File: src/rtl/ps2_kbd_rx_pkg.sv
// Shared types and constants for the PS/2 keyboard receiver.
package ps2_pkg;

    typedef enum logic [1:0] {
        ST_IDLE,
        ST_DATA,
        ST_PARITY,
        ST_STOP
    } ps2_state_e;

    localparam int FRAME_BITS = 8;

    function automatic int clog2(input int value);
        int r;
        r = 0;
        while ((1 << r) < value) r++;
        return r;
    endfunction

endpackage

File: src/rtl/ps2_kbd_rx_if.sv
// CPU-side keyboard register interface: pop handshake, head byte and status flags.
interface ps2_kbd_rx_if;
    import ps2_pkg::*;

    logic       done;
    logic       ovf_clr;
    logic       rdy;
    logic [7:0] data;
    logic       err;
    logic       ovf;

    modport master (output done, ovf_clr, input rdy, data, err, ovf);
    modport slave  (input done, ovf_clr, output rdy, data, err, ovf);
endinterface

File: src/rtl/ps2_kbd_rx_line_filter.sv
// Two-flop synchroniser followed by a hysteretic run-length filter for one PS/2 line.
module ps2_line_filter
    import ps2_pkg::*;
#(
    parameter int FILTER_LEN = 8
) (
    input  logic clk,
    input  logic rst,
    input  logic raw,
    output logic filt
);
    localparam int CW = clog2(FILTER_LEN);

    logic          sync_p0;
    logic          sync_p1;
    logic [CW-1:0] cnt;

    // Lines idle high, so everything presets to 1 to avoid a false edge after reset.
    always_ff @(posedge clk or negedge rst) begin
        if (!rst) begin
            sync_p0 <= 1'b1;
            sync_p1 <= 1'b1;
            cnt     <= '0;
            filt    <= 1'b1;
        end else begin
            sync_p0 <= raw;
            sync_p1 <= sync_p0;
            // cnt tracks consecutive samples that disagree with the filtered level
            if (sync_p1 == filt) begin
                cnt <= '0;
            end else if (cnt == CW'(FILTER_LEN - 1)) begin
                filt <= sync_p1;
                cnt  <= '0;
            end else begin
                cnt <= cnt + 1'b1;
            end
        end
    end
endmodule

File: src/rtl/ps2_kbd_rx.sv
// PS/2 device-to-host receiver with byte FIFO. Optional clock inhibit when nearly full: PS2_INHIBIT_EN.
module ps2_kbd_rx
    import ps2_pkg::*;
#(
    parameter int CLK_HZ     = 25000000,
    parameter int FILTER_LEN = 8,
    parameter int TIMEOUT_US = 2000,
    parameter int FIFO_DEPTH = 16
) (
    input  logic         clk,
    input  logic         rst,
    input  logic         ps2c,
    input  logic         ps2d,
    output logic         ps2c_low,
    ps2_kbd_rx_if.slave  bus
);
    localparam int TO_CYC = (CLK_HZ / 1000000) * TIMEOUT_US;
    localparam int TW     = clog2(TO_CYC);
    localparam int BW     = clog2(FRAME_BITS);
    localparam int AW     = clog2(FIFO_DEPTH);
    localparam logic [AW:0] FULL_CNT = (AW + 1)'(FIFO_DEPTH);

    logic c_filt, d_filt, c_prev, fall;

    ps2_line_filter #(.FILTER_LEN(FILTER_LEN)) u_clk_filter (
        .clk(clk), .rst(rst), .raw(ps2c), .filt(c_filt)
    );
    ps2_line_filter #(.FILTER_LEN(FILTER_LEN)) u_dat_filter (
        .clk(clk), .rst(rst), .raw(ps2d), .filt(d_filt)
    );

    ps2_state_e      state;
    logic [BW-1:0]   bitcnt;
    logic [TW-1:0]   tmo_cnt;
    logic [7:0]      shreg;
    logic            par;
    logic            err_r;
    logic            push;

    logic [7:0]      mem [FIFO_DEPTH];
    logic [AW-1:0]   wr_ptr, rd_ptr;
    logic [AW:0]     count;
    logic            ovf_r;
    logic            pop, full, do_push, ovf_set;

    always_ff @(posedge clk or negedge rst) begin
        if (!rst) c_prev <= 1'b1;
        else      c_prev <= c_filt;
    end

`ifdef PS2_INHIBIT_EN
    localparam logic [AW:0] NEAR_CNT = (AW + 1)'(FIFO_DEPTH - 1);
    logic inh;

    // Only asserted from IDLE, so a frame already on the wire always completes.
    always_ff @(posedge clk or negedge rst) begin
        if (!rst) inh <= 1'b0;
        else      inh <= (count >= NEAR_CNT) && (state == ST_IDLE);
    end

    assign ps2c_low = inh;
    assign fall     = c_prev & ~c_filt & ~inh;
`else
    assign ps2c_low = 1'b0;
    assign fall     = c_prev & ~c_filt;
`endif

    // ---- Stage: frame deframer ----
    always_ff @(posedge clk or negedge rst) begin
        if (!rst) begin
            state   <= ST_IDLE;
            bitcnt  <= '0;
            tmo_cnt <= '0;
            err_r   <= 1'b0;
            push    <= 1'b0;
        end else begin
            err_r <= 1'b0;
            push  <= 1'b0;
            if (fall) begin
                tmo_cnt <= '0;
                case (state)
                    ST_IDLE: begin
                        if (!d_filt) begin
                            state  <= ST_DATA;
                            bitcnt <= '0;
                        end else begin
                            err_r <= 1'b1;
                        end
                    end
                    ST_DATA: begin
                        bitcnt <= bitcnt + 1'b1;
                        if (bitcnt == BW'(FRAME_BITS - 1)) state <= ST_PARITY;
                    end
                    ST_PARITY: state <= ST_STOP;
                    ST_STOP: begin
                        // odd parity over data plus parity bit, stop bit must be 1
                        if (d_filt && ((^shreg) ^ par)) push  <= 1'b1;
                        else                            err_r <= 1'b1;
                        state <= ST_IDLE;
                    end
                    default: state <= ST_IDLE;
                endcase
            end else if (state != ST_IDLE) begin
                if (tmo_cnt == TW'(TO_CYC - 1)) begin
                    state   <= ST_IDLE;
                    err_r   <= 1'b1;
                    tmo_cnt <= '0;
                end else begin
                    tmo_cnt <= tmo_cnt + 1'b1;
                end
            end
        end
    end

    always_ff @(posedge clk) begin
        if (fall && state == ST_DATA)   shreg <= {d_filt, shreg[7:1]};
        if (fall && state == ST_PARITY) par   <= d_filt;
    end

    // ---- Stage: byte FIFO ----
    assign full    = (count == FULL_CNT);
    assign pop     = bus.done && (count != '0);
    assign do_push = push && (!full || pop);
    assign ovf_set = push && full && !pop;

    always_ff @(posedge clk or negedge rst) begin
        if (!rst) begin
            wr_ptr <= '0;
            rd_ptr <= '0;
            count  <= '0;
            ovf_r  <= 1'b0;
        end else begin
            if (do_push) wr_ptr <= wr_ptr + 1'b1;
            if (pop)     rd_ptr <= rd_ptr + 1'b1;
            case ({do_push, pop})
                2'b10:   count <= count + 1'b1;
                2'b01:   count <= count - 1'b1;
                default: count <= count;
            endcase
            if (ovf_set)          ovf_r <= 1'b1;
            else if (bus.ovf_clr) ovf_r <= 1'b0;
        end
    end

    always_ff @(posedge clk) begin
        if (do_push) mem[wr_ptr] <= shreg;
    end

    assign bus.rdy  = (count != '0);
    assign bus.data = (count != '0) ? mem[rd_ptr] : 8'h00;
    assign bus.err  = err_r;
    assign bus.ovf  = ovf_r;
endmodule

File: src/flat_wrapper.sv
// flat-port wrapper written by rule: the top's interface ports become plain ports
module ps2_kbd_rx_flat import ps2_pkg::*;
#(
    parameter int CLK_HZ     = 25000000,
    parameter int FILTER_LEN = 8,
    parameter int TIMEOUT_US = 2000,
    parameter int FIFO_DEPTH = 16
)
  (clk, rst, ps2c, ps2d, ps2c_low, bus_done, bus_ovf_clr, bus_rdy, bus_data, bus_err, bus_ovf);
  ps2_kbd_rx_if bus_i ();
  input  logic clk;
  input  logic rst;
  input  logic ps2c;
  input  logic ps2d;
  output logic ps2c_low;
  input wire logic [$bits(bus_i.done)-1:0] bus_done;
  input wire logic [$bits(bus_i.ovf_clr)-1:0] bus_ovf_clr;
  output wire logic [$bits(bus_i.rdy)-1:0] bus_rdy;
  output wire logic [$bits(bus_i.data)-1:0] bus_data;
  output wire logic [$bits(bus_i.err)-1:0] bus_err;
  output wire logic [$bits(bus_i.ovf)-1:0] bus_ovf;
  assign bus_i.done = bus_done;
  assign bus_i.ovf_clr = bus_ovf_clr;
  assign bus_rdy = bus_i.rdy;
  assign bus_data = bus_i.data;
  assign bus_err = bus_i.err;
  assign bus_ovf = bus_i.ovf;
  ps2_kbd_rx #(.CLK_HZ(CLK_HZ), .FILTER_LEN(FILTER_LEN), .TIMEOUT_US(TIMEOUT_US), .FIFO_DEPTH(FIFO_DEPTH)) u_core (.clk(clk), .rst(rst), .ps2c(ps2c), .ps2d(ps2d), .ps2c_low(ps2c_low), .bus(bus_i));
endmodule
File: config.mk
export PLATFORM = sky130hd
export DESIGN_NAME = ps2_kbd_rx_flat
export DESIGN_NICKNAME = d
export VERILOG_FILES = /design/src/rtl/ps2_kbd_rx_pkg.sv /design/src/rtl/ps2_kbd_rx_if.sv /design/src/rtl/ps2_kbd_rx_line_filter.sv /design/src/rtl/ps2_kbd_rx.sv /design/src/flat_wrapper.sv
export SDC_FILE = /design/constraint.sdc
export NUM_CORES = 1
export LEC_CHECK = 0
export CORE_UTILIZATION = 30
export CTS_BUF_LIST = sky130_fd_sc_hd__clkbuf_16
export CTS_CLUSTER_DIAMETER = 150
export DETAILED_ROUTE_END_ITERATION = 10
export HOLD_SLACK_MARGIN = 0.06
export PLACE_DENSITY = 0.54
export SYNTH_ARGS = -nofsm -noshare
export SYNTH_HDL_FRONTEND = slang
export SYNTH_SLANG_ARGS = --single-unit
File: constraint.sdc
create_clock -name clk -period 8 [get_ports clk]
set_clock_uncertainty 0.1 [all_clocks]
set_input_delay 2.4 -clock clk [delete_from_list [all_inputs] [get_ports clk]]
set_output_delay 2.4 -clock clk [all_outputs]
set_load 0.1 [all_outputs]
==> metrics, run 1 <==
outcome finished clean; slew at the pin closest to its max-slew limit 0.999 ns; Mapped Nets 504; Synth Instances approximately 480; First DRT Iteration DRCs 254; GR Util All Layers 0.120; number of synthesized flops with an enable pin 137; Yosys Warn Count 0; peak fanout along the critical path 18; drc violations 0; Setup WS post-layout 1.86 ns; area of the multi-input gates ~0.0023 mm²; H-tree Lvls 4; worst skew pair latency roughly 0.43 ns; Clock Pin Slew Worst Setup and Hold Paths 0.07 ns; post-route ant nets 0; worst r2r path cells 11; n_diodes 0; critical path class flip-flop to primary output; VDD IR-drop max 0.579 mV; Core Region 0.0255 mm²; #FFs+latches synth 187; met3 Resource Use GR 0.0348; Vias/cell roughly 4.7; CP required about 5.5 ns; CTS Root Cell clkbuf_16; Startpoint Class flip-flop; Area Overhead vs Synth 13.9%; reg-to-reg setup timing slack 4.26 ns; min-delay src u_core.u_dat_filter.sync_p0; post-synth top area cell edfxtp_1; Final Net Count ~520; DP Worst Slack around 2.2 ns; worst relative slew slack 0.333; Seq/Total Area, Yosys 0.684; Initial Util 0.309; Die H between 150 and 200 µm; Worst Hold Path EP u_core.u_dat_filter.sync_p1; Max clock buf depth 2; layout cells sized above 1 0.170; met2 Usage GRT 0.185; Top Ports 18; RSZ-0062 raised after global routing no; Async SR Flop Fraction 0.267; final hold viol count 0; post-route setup TNS 0 ns; port bufs 16; vias in the first global route 4157; clk sinks ~190; number of setup buffers added after CTS 0; Finish-stage setup viols 0; top post-synthesis cells by area edfxtp_1, dfrtp_1, mux4_2; Fill cells between 2000 and 2500; final period utilization 0.767; Vias ~4000; Tmin final around 6.1 ns; GRT busiest layer met2; FMAX 163 MHz; Pwr Density roughly 350 mW/mm²; Post-synth top flop edfxtp_1; die width between 150 and 200 µm; routed len/inst 17.4 µm; post-synth cell types 54; Hold Path Class flip-flop to flip-flop; met1 Resource Use GR 0.163; mean area per synthesized cell 16.4 µm²; Pleak approximately 3 nW; CP Capture Type primary output; worst reg2reg path startpoint u_core.count[1]; drt pass-1 iters 4; Post-DP HPWL 9500 µm; row count 58; max-cap viol count 0; WP data arrival about 3.6 ns; largest net degree at the start of global routing 51; initial antenna violation count 0; hold buffer count at cts 0; worst hold slack between 0.2 and 0.3 ns; FF+latch area roughly 0.0054 mm²; DIE AREA 0.0269 mm²; Num CTS Buffers 17; Max Slew Vio Count 0; hold depth 0; post-CTS resize count 0; cell area after synthesis 0.00786 mm²; Placer Congestion 0.752; first-pass GRT wire length 23600 µm; WL final 14600 µm; Yosys top cell area share 0.523; CTS tree built; grt ovf 0; Pwr Total between 0.003 and 0.004 W; reg-to-reg endpoint u_core.count[4]
==> worst max path at each step <==
stage,endpoint,slack (ns),start,cells past startpoint
floorplan,bus_data[3],2.76,u_core.rd_ptr[1],5
global placement,bus_data[6],2.25,u_core.rd_ptr[0],5
detailed placement,bus_data[6],2.21,u_core.rd_ptr[0],5
CTS,bus_data[6],1.74,u_core.rd_ptr[0],5
global route,bus_data[6],1.62,u_core.rd_ptr[0],5
finish,bus_data[6],1.86,u_core.rd_ptr[0],5
==> cell families (layout without fill, tap and decap cells) <==
logic type,count (synthesis),count (layout),share of synthesized area
mux,36,36,0.0974
flops,187,187,0.684
fa+ha+maj,19,19,0.0302
other cells,1,1,0.000477
compound gates,62,62,0.0541
simple gates,110,110,0.0813
buf+inv,34,62,0.0177
xor+xnor,30,30,0.0352
==> critical path: stages, from the launching register on <==
cell and delay, ns:
dfrtp_2 0.77, buf_4 0.46, mux4_2 0.55, a22oi_1 0.24
a21oi_1 0.14, clkdlybuf4s50_1 1.04
==> synthesized netlist by cell type (7+ instances only) <==
cell,n
and2_1,16
dfstp_2,7
ha_1,19
a22oi_1,18
nor2_1,20
clkbuf_1,13
a21oi_1,16
nor3_1,7
nor2b_1,9
xor2_1,10
nand2_1,15
xnor2_1,19
mux4_2,32
dfrtp_1,43
edfxtp_1,137
inv_1,10
and3_1,7
nand3_1,11
==> layout make-up <==
cell class              instances  share of cell area
well taps                     330              0.0461
clock inverters                15              0.0190
inverters                      11             0.00461
repair buffers                 19              0.0198
clock buffers                  17              0.0475
multi-input cells             258               0.262
flip-flops and latches        187               0.601
==> metrics by stage <==
step	cells	utilization	instance area [µm²]
floorplan	479	-	7860
global placement	805	0.328	8360
detailed placement	805	0.328	8360
CTS	837	0.351	8950
global route	837	0.351	8950
finish	837	0.351	8950
==> registers in the layout, summed over array words and instances, names as in the netlist, 2 cells and up <==
register	count
u_core.count	5
u_core.bitcnt	3
u_core.shreg	8
u_core.u_dat_filter.cnt	3
u_core.state	2
u_core.u_clk_filter.cnt	3
u_core.rd_ptr	4
u_core.mem	128
u_core.tmo_cnt	16
u_core.wr_ptr	4
==> routing by layer <==
layer / up-vias / wire, µm
met5: - / 0
met4: 0 / 163
met3: 10 / 538
met2: 60 / 6860
met1: 2037 / 7040
li1: 1867 / -
==> cell usage in the layout, fill, tap and decap left out, types with 2 or more instances in the layout <==
master and n:
and3_1 7, o21ai_1 4, nor2b_1 9, dfstp_2 7, dfrtp_2 2, a22o_1 4, nor3_1 7, dfrtp_1 41
buf_4 3, nor4_1 4, nand2_1 15, a21oi_1 16, nand3_1 11, nor2_1 20, o21ai_0 6, o41ai_1 2
and2_1 16, clkinv_8 3, mux2_2 3, inv_1 10, inv_12 2, clkdlybuf4s50_1 15, inv_8 3, nand4_1 4
mux4_2 32, clkinv_4 2, inv_6 3, a22oi_1 18, clkbuf_16 17, edfxtp_1 137, nand2b_1 3, xor2_1 10
xnor2_1 19, nor3b_1 3, a21o_1 4, ha_1 19
==> power by group <==
group          internal [W]  total [W]  switching, W
Combinational      0.000385    0.00103      0.000646
Clock              0.000423   0.000826      0.000403
Sequential          0.00113    0.00129      0.000158
No activity file was read; power rests on OpenSTA's default activity.
==> inputs of run 2 (changes only) <==
==> constraint.sdc (replaced) <==
create_clock -name clk -period 6.19 [get_ports clk]
set_clock_uncertainty 0.1 [all_clocks]
set_input_delay 1.857 -clock clk [delete_from_list [all_inputs] [get_ports clk]]
set_output_delay 1.857 -clock clk [all_outputs]
set_load 0.1 [all_outputs]
==> metrics, run 2 (same netlist as run 1, synthesis figures left out) <==
clk sinks ~190; critical path, cell by cell buf_4, mux4_2, a22oi_1, a21oi_1, clkdlybuf4s50_1; met3 Resource Use GR 0.0268; VDD IR-drop max roughly 1.1 mV; initial antenna violation count 0; post-route setup TNS 0 ns; Startpoint Class flip-flop; commonest non-fill, non-tap cell in the layout edfxtp_1; hold buffer count at cts 0; Hold Path Class flip-flop to flip-flop; worst r2r path cells 11; critical path class flip-flop to primary output; drc violations 0; n_diodes 0; grt ovf 0; WL final about 15000 µm; worst hold slack about 0.26 ns; Final Net Count 520; Fill cells between 2000 and 2500; max-cap viol count 0; Die H about 160 µm; GRT busiest layer met2; H-tree Lvls 4; Placed Cells between 800 and 900; Initial Util 0.309; port bufs 16; met1 Resource Use GR 0.171; min-delay src u_core.u_clk_filter.sync_p0; Post-DP HPWL 9890 µm; Slowest-stage cell, CP clkdlybuf4s50_1; final period utilization 0.885; drt pass-1 iters 5; Area Overhead vs Synth 13.9%; CP peak stage delay 1.03 ns; CP Capture Type primary output; met2 Usage GRT 0.192; Max clock buf depth 2; layout cells sized above 1 0.171; First DRT Iteration DRCs approximately 270; Pleak around 3.1 nW; Placer Congestion ~0.75; final hold viol count 0; Pwr Total 0.00410 W; worst skew pair latency about 0.44 ns; Top reg by flops u_core.mem; vias in the first global route 4288; peak fanout along the critical path 18; FF+latch area around 0.0054 mm²; number of setup buffers added after CTS 0; CTS Root Cell clkbuf_16; Vias/cell a little under 5; largest net degree at the start of global routing 51; worst reg2reg path startpoint u_core.count[1]; Core Region between 0.02 and 0.03 mm²; GR Util All Layers 0.124; WP data arrival about 3.5 ns; Pwr Density roughly 460 mW/mm²; commonest cells after routing, fill and taps aside edfxtp_1, dfrtp_1, mux4_2; routed len/inst ~18 µm; post-CTS resize count 0; Clock Pin Slew Worst Setup and Hold Paths around 0.07 ns; hold depth 0; Max Slew Vio Count 0; max reg flops 128; outcome finished clean; die width 164 µm; worst relative slew slack 0.337; slew at the pin closest to its max-slew limit 0.993 ns; reg-to-reg setup timing slack ~2.3 ns; CTS tree built; RSZ-0062 raised after global routing no; Worst Path Buf+Inv 2; critical path startpoint u_core.rd_ptr[0]; CP required 4.23 ns; Worst path top cell family by delay buffers and inverters; row count a little under 60; DIE AREA around 0.027 mm²; reg-to-reg endpoint u_core.count[4]; FMAX between 150 and 200 MHz; post-route ant nets 0; Vias approximately 4000; area of the multi-input gates 0.00235 mm²; Worst Hold Path EP u_core.u_clk_filter.sync_p1; Finish-stage setup viols 0; Tmin final around 5.5 ns; Largest regs u_core.mem x128, u_core.tmo_cnt x16, u_core.shreg x8; first-pass GRT wire length around 24000 µm; Top Ports 18; Num CTS Buffers 17; Non-Filler Instances ~840
-- run 2: worst max-delay path by stage --
stage | endpoint | slack (ns) | cells past startpoint
final | bus_data[3] | 0.71 | 5
after global routing | bus_data[0] | 0.54 | 5
after CTS | bus_data[3] | 0.65 | 5
after detailed placement | bus_data[3] | 1.12 | 5
after global placement | bus_data[0] | 1.16 | 5
after floorplan | bus_data[3] | 1.49 | 5
-- run 2: per-layer routing --
metal | vias up | wire (µm)
met4 | 0 | 157
met3 | 12 | 509
met5 | - | 0
li1 | 1873 | -
met1 | 2127 | 7570
met2 | 67 | 7210
-- run 2: layout make-up --
cell class / instances / area share
Tap cell: 330 / 0.0461
Sequential cell: 187 / 0.600
Clock inverter: 15 / 0.0184
Timing Repair Buffer: 20 / 0.0207
Multi-Input combinational cell: 258 / 0.262
Inverter: 11 / 0.00461
Clock buffer: 17 / 0.0475
-- run 2: where the power goes --
group	internal [W]	switching, W	leakage [nW]
sequential	0.00147	0.000208	1.86
combinational	0.000503	0.000849	0.955
clock	0.000543	0.000533	0.285
-- run 2: metrics by stage --
stage / util / setup slack, ns / cell area [µm²]
global route: 0.352 / 0.535 / 8950
finish: 0.352 / 0.713 / 8950
floorplan: - / 1.49 / 7860
CTS: 0.352 / 0.652 / 8950
detailed placement: 0.328 / 1.12 / 8360
global placement: 0.328 / 1.16 / 8360
